## config.mk

```make
export PLATFORM = sky130hd
export DESIGN_NAME = cpu_cmd_sequencer
export DESIGN_NICKNAME = d
export VERILOG_FILES = /design/src/rtl/cpu_cmd_sequencer.sv
export SDC_FILE = /design/constraint.sdc
export NUM_CORES = 1
export LEC_CHECK = 0
export CAP_MARGIN = 10
export CORE_AREA = 2 2 141 143
export DETAILED_ROUTE_END_ITERATION = 7
export DIE_AREA = 0 0 143 145
export PLACE_DENSITY = 0.7
export RECOVER_POWER = 50
export SLEW_MARGIN = 15
export SYNTH_ARGS = -nofsm -noshare
export SYNTH_HDL_FRONTEND = slang
export SYNTH_SLANG_ARGS = --single-unit
```

## constraint.sdc

```tcl
create_clock -name clk -period 3.1 [get_ports clk]
set_clock_uncertainty 0.15 [all_clocks]
set_input_delay 0.465 -clock clk [delete_from_list [all_inputs] [get_ports clk]]
set_output_delay 0.465 -clock clk [all_outputs]
set_load 0.05 [all_outputs]
```

## src/rtl/cpu_cmd_sequencer.sv

```systemverilog
// Host-side command sequencer: queues host commands, issues them to the CPU one at a time and
// returns each captured result. Build macro CPU_SEQ_STATS_EN adds saturating statistics counters.
module cpu_cmd_sequencer #(
   parameter int         WIDTH   = 8,
   parameter int         DEPTH   = 4,
   parameter int         TIMEOUT = 255,
   parameter logic [6:0] NOP_CMD = 7'd0
) (
   input  logic               clk,
   input  logic               reset,
   input  logic               host_valid,
   output logic               host_ready,
   input  logic [6:0]         host_cmd,
   input  logic [WIDTH-1:0]   host_d1,
   input  logic [WIDTH-1:0]   host_d2,
   input  logic [WIDTH-1:0]   host_d3,
   input  logic [WIDTH-1:0]   host_d4,
   output logic [6:0]         cmd_out,
   output logic [WIDTH-1:0]   dout_1,
   output logic [WIDTH-1:0]   dout_2,
   output logic [WIDTH-1:0]   dout_3,
   output logic [WIDTH-1:0]   dout_4,
   input  logic               cpu_rdy,
   input  logic [2*WIDTH-1:0] cpu_result,
   input  logic               cpu_zero,
   input  logic               cpu_error,
   output logic               res_valid,
   input  logic               res_ready,
   output logic [2*WIDTH-1:0] res_data,
   output logic               res_zero,
   output logic               res_error,
   output logic               res_timeout,
   output logic               busy,
`ifdef CPU_SEQ_STATS_EN
   output logic [15:0]        stat_issued,
   output logic [15:0]        stat_errors,
   output logic [15:0]        stat_timeouts,
`endif
   output logic [2:0]         state_dbg
);
   // Handshakes: a transfer happens on a rising clk edge where valid && ready are both high;
   // res_valid and its payload stay stable until that edge.
   localparam int AW = (DEPTH > 1) ? $clog2(DEPTH) : 1;
   localparam int CW = $clog2(TIMEOUT + 1);

   typedef enum logic [2:0] {
      S_IDLE    = 3'd0,
      S_ISSUE   = 3'd1,
      S_WAIT    = 3'd2,
      S_SAMPLE  = 3'd3,
      S_CAPTURE = 3'd4
   } state_t;

   typedef struct packed {
      logic [6:0]       cmd;
      logic [WIDTH-1:0] d1;
      logic [WIDTH-1:0] d2;
      logic [WIDTH-1:0] d3;
      logic [WIDTH-1:0] d4;
   } entry_t;

   state_t          state_q, state_d;
   entry_t          mem [DEPTH];
   entry_t          iss_q;
   logic [AW-1:0]   wr_ptr, rd_ptr;
   logic [AW:0]     count;
   logic [CW-1:0]   timer;
   logic            full, empty, push, pop;
   logic            tmo_hit, load_res, timer_last, to_q;

   assign full       = (count == (AW+1)'(DEPTH));
   assign empty      = (count == '0);
   assign host_ready = !full;
   assign push       = host_valid && !full;
   assign busy       = (state_q != S_IDLE) || !empty;
   assign state_dbg  = state_q;
   assign timer_last = (timer == CW'(TIMEOUT - 1));

   always_ff @(posedge clk) begin
      if (push) mem[wr_ptr] <= '{cmd: host_cmd, d1: host_d1, d2: host_d2, d3: host_d3, d4: host_d4};
   end

   always_ff @(posedge clk or negedge reset) begin
      if (!reset) begin
         wr_ptr <= '0;
         rd_ptr <= '0;
         count  <= '0;
      end else begin
         if (push) wr_ptr <= wr_ptr + 1'b1;
         if (pop)  rd_ptr <= rd_ptr + 1'b1;
         if (push && !pop)      count <= count + 1'b1;
         else if (pop && !push) count <= count - 1'b1;
      end
   end

   always_ff @(posedge clk or negedge reset) begin
      if (!reset) state_q <= S_IDLE;
      else        state_q <= state_d;
   end

   always_comb begin
      state_d  = state_q;
      pop      = 1'b0;
      tmo_hit  = 1'b0;
      load_res = 1'b0;
      case (state_q)
         S_IDLE: begin
            if (!empty && cpu_rdy) begin
               pop     = 1'b1;
               state_d = S_ISSUE;
            end
         end
         S_ISSUE: begin
            if (!cpu_rdy) state_d = S_WAIT;
            else if (timer_last) begin
               tmo_hit = 1'b1;
               state_d = S_CAPTURE;
            end
         end
         S_WAIT: begin
            if (cpu_rdy) state_d = S_SAMPLE;
            else if (timer_last) begin
               tmo_hit = 1'b1;
               state_d = S_CAPTURE;
            end
         end
         S_SAMPLE: state_d = S_CAPTURE;
         S_CAPTURE: begin
            // A result still waiting for the host must not be overwritten.
            if (!res_valid || res_ready) begin
               load_res = 1'b1;
               state_d  = S_IDLE;
            end
         end
         default: state_d = S_IDLE;
      endcase
   end

   always_ff @(posedge clk or negedge reset) begin
      if (!reset) begin
         iss_q <= '0;
         timer <= '0;
         to_q  <= 1'b0;
      end else begin
         if (pop) iss_q <= mem[rd_ptr];
         if (pop || (state_q == S_ISSUE && state_d == S_WAIT)) timer <= '0;
         else if ((state_q == S_ISSUE || state_q == S_WAIT) && timer != CW'(TIMEOUT))
            timer <= timer + 1'b1;
         if (state_d == S_CAPTURE && state_q != S_CAPTURE) to_q <= tmo_hit;
      end
   end

   assign cmd_out = (state_q == S_ISSUE) ? iss_q.cmd : NOP_CMD;
   always_comb begin
      dout_1 = '0;
      dout_2 = '0;
      dout_3 = '0;
      dout_4 = '0;
      if (state_q == S_ISSUE || state_q == S_WAIT) begin
         dout_1 = iss_q.d1;
         dout_2 = iss_q.d2;
         dout_3 = iss_q.d3;
         dout_4 = iss_q.d4;
      end
   end

   always_ff @(posedge clk or negedge reset) begin
      if (!reset) begin
         res_valid   <= 1'b0;
         res_data    <= '0;
         res_zero    <= 1'b0;
         res_error   <= 1'b0;
         res_timeout <= 1'b0;
      end else if (load_res) begin
         res_valid   <= 1'b1;
         res_data    <= to_q ? '0 : cpu_result;
         res_zero    <= to_q ? 1'b0 : cpu_zero;
         res_error   <= to_q ? 1'b1 : cpu_error;
         res_timeout <= to_q;
      end else if (res_valid && res_ready) begin
         res_valid <= 1'b0;
      end
   end

`ifdef CPU_SEQ_STATS_EN
   always_ff @(posedge clk or negedge reset) begin
      if (!reset) begin
         stat_issued   <= '0;
         stat_errors   <= '0;
         stat_timeouts <= '0;
      end else begin
         if (pop && stat_issued != 16'hFFFF) stat_issued <= stat_issued + 16'd1;
         if (load_res && !to_q && cpu_error && stat_errors != 16'hFFFF)
            stat_errors <= stat_errors + 16'd1;
         if (tmo_hit && stat_timeouts != 16'hFFFF) stat_timeouts <= stat_timeouts + 16'd1;
      end
   end
`endif

endmodule

```

=== Word-level counts from Yosys, hierarchy flattened ===
Memories as Yosys holds them, arrays and structs flattened. A register that Yosys moved wholly into a read port is not among the register bits.
Index checks and enable logic that the tools add are counted.

* $add $sub $neg: 5
* Equal/unequal tests: 10
* Multiplexer cells: 30
* Reduce and logical (&&, ||, !) cells: 24

{| class="wikitable"
|+ Operators by type and width
! operator !! count
|-
| 8-bit 2-to-1 mux || 6
|-
| 3-bit 2-to-1 mux || 7
|-
| 16-bit 2-to-1 mux || 1
|-
| 3-bit one-hot mux with 5 select lines || 1
|-
| 1-bit 2-to-1 mux || 13
|-
| 3-bit by 2-bit == test with 1-bit output (second input constant) || 3
|-
| 3-bit == test (second input constant) || 3
|-
| 8-bit by 1-bit adder with 8-bit output (second input constant) || 1
|-
| 8-bit == test (second input constant) || 1
|-
| 1-bit logical AND || 8
|-
| 8-bit inequality test (second input constant) || 1
|-
| 7-bit 2-to-1 mux || 1
|-
| 1-bit logical NOT || 6
|-
| 3-bit logical NOT || 2
|-
| 2-bit nonzero test || 3
|-
| 2-bit by 1-bit adder with 2-bit output (second input constant) || 2
|-
| 1-bit logical OR || 4
|-
| 3-bit by 1-bit adder with 3-bit output (second input constant) || 1
|-
| 3-bit by 1-bit == test with 1-bit output (second input constant) || 1
|-
| 3-bit inequality test (second input constant) || 1
|-
| 3-bit nonzero test || 1
|-
| 3-bit by 1-bit subtractor with 3-bit output (second input constant) || 1
|-
| 1-bit one-hot mux with 2 select lines || 1
|}

* Register bits after elaboration: 39
* Memory bits (writable): 156
* Input bits: 62
* Memories: 1

{| class="wikitable"
|+ Memories
! name !! words !! bits a word !! rd ports !! clocked after memory_dff !! wr ports !! RTL line !! text
|-
| mem || 4 || 39 || 1 || 1 || 1 || 63 || <nowiki>entry_t mem [DEPTH];</nowiki>
|}

=== Longest topological paths before layout ===
* Depth after elaboration: 9
* Mapped depth: 10
* Gate-level depth less buffers: 9

=== Worst setup path after synthesis ===
OpenSTA, ideal clock, no wires.

* Path type: flip-flop to flip-flop
* Start point: register state_q[1], in the netlist state_dbg[1]
* End point: register count[1]
* Library setup time: 0.125 ns
* Data arrival time: 2.356 ns
* Data required time: 2.825 ns
* Slack: 0.469 ns
* Cell stages (with the launch flop): 9
* Path buffers: 2
* Period minus slack after synthesis: 2.631 ns
* Cells stage by stage: dfrtp_1 -> buf_4 -> nor4b_4 -> nand2_1 -> buf_2 -> ha_1 -> inv_1 -> fa_1 -> mux2_2

* Longest elaborated chain between the ends: 5

{| class="wikitable"
|+ Ends and longest elaborated chain
! item !! RTL line !! text
|-
| from (decl) || 62 || <nowiki>state_t state_q, state_d;</nowiki>
|-
| from (signal assigned) || 98 || <nowiki>else state_q <= state_d;</nowiki>
|-
| 3-bit logical NOT * || 106 || <nowiki>case (state_q)</nowiki>
|-
| 1-bit 2-to-1 mux * || 106 ||
|-
| 1-bit logical NOT || 91 || <nowiki>if (push && !pop) count <= count + 1'b1;</nowiki>
|-
| 1-bit logical AND || 91 ||
|-
| 3-bit 2-to-1 mux / 2-bit nonzero test (equally long branches) || -- ||
|-
| to (signal assigned) || 91 ||
|-
| to (signal assigned) || 92 || <nowiki>else if (pop && !push) count <= count - 1'b1;</nowiki>
|-
| to (decl) || 66 || <nowiki>logic [AW:0] count;</nowiki>
|}

Mark *: on every way between the ends. The rest lies on a longest branch, timed or not.
A chain may end at the register's enable or synchronous reset.

=== Worst setup path in the final report ===
* Start point: register state_q[1], in the netlist state_dbg[1]
* End point: output port dout_4[7]

* Longest elaborated chain between the ends: 3

{| class="wikitable"
|+ Ends and longest elaborated chain
! item !! RTL line !! text
|-
| 3-bit by 1-bit == test with 1-bit output / 3-bit by 2-bit == test with 1-bit output (equally long branches) || 159 || <nowiki>if (state_q == S_ISSUE || state_q == S_WAIT) begin</nowiki>
|-
| 1-bit logical OR * || 159 ||
|-
| 8-bit 2-to-1 mux * || 159 ||
|-
| to (decl) || 22 || <nowiki>output logic [WIDTH-1:0] dout_4,</nowiki>
|}

Marks and branches as above.

==> results.sh <==
export IMPL_status="finished, violations left"
export IMPL_violations="capacitance limit, slew limit"
export IMPL_ys_top_cells_by_area="edfxtp_1, dfrtp_1, mux4_2"
export IMPL_synth_fa_ha_area_share_pct=1.16
export IMPL_end_kind="output pin"
export IMPL_drtPass1Iterations=6
export IMPL_boundaryPins=126
export IMPL_fp_dieH_um=145
export IMPL_port_buffer_count=125
export IMPL_setup_tns_ns=0
export IMPL_hold_violations=0
export IMPL_grt_antenna_before_repair=3
export IMPL_hold_class="register to register"
export IMPL_cts_sinks=234
export IMPL_min_period_ns=2.92
export IMPL_vias_per_cell=5.24
export IMPL_synth_top_family_by_area="multiplexers"
export IMPL_grtUsageTotal_pct=18.0
export IMPL_crit_type="register to output pin"
export IMPL_worstPathArrival_ns=2.30
export IMPL_synth_seq_cells=234
export IMPL_p_per_area_nw_per_um2=1140
export IMPL_critPathBufInv=2
export IMPL_grt_setup_unrepaired="no"
export IMPL_netlist_area_leader_share_pct=50.5
export IMPL_synth_top_cells_by_count="edfxtp_1, dfrtp_1, mux2_2"
export IMPL_yosysMostFrequentCell="edfxtp_1"
export IMPL_wl_per_cell_um=18.8
export IMPL_coreArea_um2=19200
export IMPL_ant_nets=0
export IMPL_dpl_cell_area_um2=11200
export IMPL_max_stage_delay_ns=0.66
export IMPL_fin_nets=737
export IMPL_irDropWorstVdd_v=0.000722
export IMPL_clk_pin_slew_ns=0.06
export IMPL_synthArstFlopShare_pct=33.3
export IMPL_synth_simple_area_share_pct=7.39
export IMPL_power_leakage_nw=4.46
export IMPL_synth_edf_count=156
export IMPL_root_buffer="clkbuf_16"
export IMPL_synthFlopType="edfxtp_1"
export IMPL_synth_xor_area_share_pct=1.02
export IMPL_grt_pass1_vias=5352
export IMPL_rows=51
export IMPL_path_max_fanout=25
export IMPL_rrSetupSlack_ns=0.79
export IMPL_area_growth_pct=29.4
export IMPL_drc=0
export IMPL_routabilityCongestion=0.763
export IMPL_clk_path_buf_depth=3
export IMPL_crit_top_cell="buf_12"
export IMPL_worstPathCellList="xnor2_2 > nor2_4 > buf_12 > and2_1 > buf_12"
export IMPL_cts_buffers=24
export IMPL_yosys_warnings=0
export IMPL_drt_iter0_drc=273
export IMPL_cts_tree="built"
export IMPL_slew_viol_final=28
export IMPL_drv_cap=1
export IMPL_grt_start_max_net_pins=52
export IMPL_critical_path_slowest_cell="dfrtp_1"
export IMPL_dieArea_um2=20700
export IMPL_place_hpwl_um=11100
export IMPL_grt_pass1_wl_um=29100
export IMPL_max_freq_mhz=343
export IMPL_htreeDepth=1
export IMPL_worst_setup_path_start_kind="register"
export IMPL_finalCritPeriodShare_pct=94.1
export IMPL_seq_area_frac_synth_pct=71.5
export IMPL_die_w_um=143
export IMPL_synthesis_area_um2=9280
export IMPL_syn_nets=596
export IMPL_slew_headroom_pct=-28.2
export IMPL_overflow=0
export IMPL_final_area_um2=12000
export IMPL_synth_cell_type_count=48
export IMPL_layout_drive_gt1_share_pct=26.6
export IMPL_drt_wl_total_um=17900
export IMPL_synthCells=526
export IMPL_vias=4988
export IMPL_worstSkewPairLatency_ns=0.51
export IMPL_cp_top_family="flip-flops"
export IMPL_critPathRequiredTime_ns=2.48
export IMPL_synthMuxAreaShare_pct=14.7
export IMPL_initial_core_util_pct=48.3
export IMPL_synth_avg_cell_area_um2=17.6
export IMPL_tightestPinTransition_ns=1.92
export IMPL_setup_viol=0
export IMPL_yosysTopAreaCell="edfxtp_1"
export IMPL_synth_compound_area_share_pct=2.54
-- cell families (layout without fill, tap and decap cells) --
kind of cell / count (synthesis) / count (layout)
other: 0 / 2
buffers and inverters: 35 / 194
adders and majority gates: 8 / 8
DFF: 234 / 234
muxes: 82 / 82
and+or+nand+nor: 120 / 120
xor gates and xnor gates: 10 / 10
AOI/OAI and AO/OA: 37 / 37
-- final timing paths --
kind / from / to / cells after the start
min in group asynchronous: reset / iss_q[29]$_DFFE_PN0P_ / 2
worst max-delay path: state_dbg[1]$_DFF_PN0_ / dout_4[7] / 5
worst min register to register: res_zero$_DFFE_PN0P_ / res_zero$_DFFE_PN0P_ / 2
max in group asynchronous: reset / rd_ptr[0]$_DFFE_PN0P_ / 2
worst max register to register: count[0]$_DFFE_PN0P_ / mem[1][0]$_DFFE_PP_ / 4
worst min-delay path: res_zero$_DFFE_PN0P_ / res_zero$_DFFE_PN0P_ / 2
-- report_power, final --
part / switching, mW / internal (mW) / leakage (nW) / total, mW
Combinational: 3.21 / 2.74 / 1.68 / 5.95
Clock: 1.12 / 1.73 / 0.393 / 2.85
Sequential: 0.607 / 4.29 / 2.38 / 4.90
-- state kept, by name, summed over array words and instances (netlist names) --
register and flops:
count 3, iss_q 39, mem 156, rd_ptr 2, res_data 16, res_error 1
res_timeout 1, res_valid 1, res_zero 1, state_dbg 3, timer 8, to_q 1
wr_ptr 2
-- area by class of cell --
cell class	instances	area, um^2
Inverter	10	37.5
Antenna cell	2	5.00
Multi-Input combinational cell	257	2500
Clock buffer	33	654
Timing Repair Buffer	140	1700
Sequential cell	234	6640
Clock inverter	11	140
Fill cell	1339	7200
Tap cell	265	332
-- worst min-delay path, delay by kind of cell (launching register included) --
kind,cells,cell delay [ns]
flip-flops,1,0.34
AO/OA/AOI/OAI,1,0.06
AND/OR/NAND/NOR,1,0.04
-- repair_timing --
action	in CTS	in global routing
hold buffers	1	0
setup endpoints to repair	1	25
hold endpoints to repair	27	0
setup buffers	0	0
pin swaps	0	0
gates resized for setup	1	1
-- layer usage --
metal | GRT usage [%] | wire [um]
met1 | 24.7 | 7650
met2 | 30.3 | 9200
met3 | 3.50 | 850
met4 | 3.17 | 206
met5 | 0 | 13
-- through the flow --
step / util [%] / hold WS, ns / cells / worst slack [ns] / total power, mW
2_1_floorplan: - / 0.0194 / 526 / 0.469 / 8.50
3_3_place_gp: 58.3 / 0.300 / 905 / 0.466 / 10.9
3_5_place_dp: 58.3 / 0.299 / 905 / 0.383 / 11.0
4_1_cts: 62.5 / 0.306 / 950 / 0.0107 / 13.9
5_1_grt: 62.5 / 0.359 / 951 / 0.0606 / 14.4
6_report: 62.5 / 0.328 / 952 / 0.183 / 13.7
-- cells in the final DEF, fill, tap and decap left out, types with 2 or more instances in the layout --
cell,n
clkinv_2,6
buf_4,18
nand2b_1,17
ha_1,7
dlygate4sd3_1,40
clkbuf_16,24
mux4_2,39
or3_1,3
nand2_1,24
dfrtp_1,76
and3_1,4
xnor2_1,7
nand4_1,3
diode_2,2
inv_1,10
clkdlybuf4s50_1,45
o21ai_0,19
clkbuf_1,8
nor3b_1,2
or4_1,2
a21oi_1,4
nor2_1,11
nand3_1,4
mux2_2,42
and2_1,39
xor2_1,2
clkbuf_8,2
a211oi_1,3
bufinv_16,3
buf_12,35
edfxtp_1,156
Power figures use the tool's default switching activity.
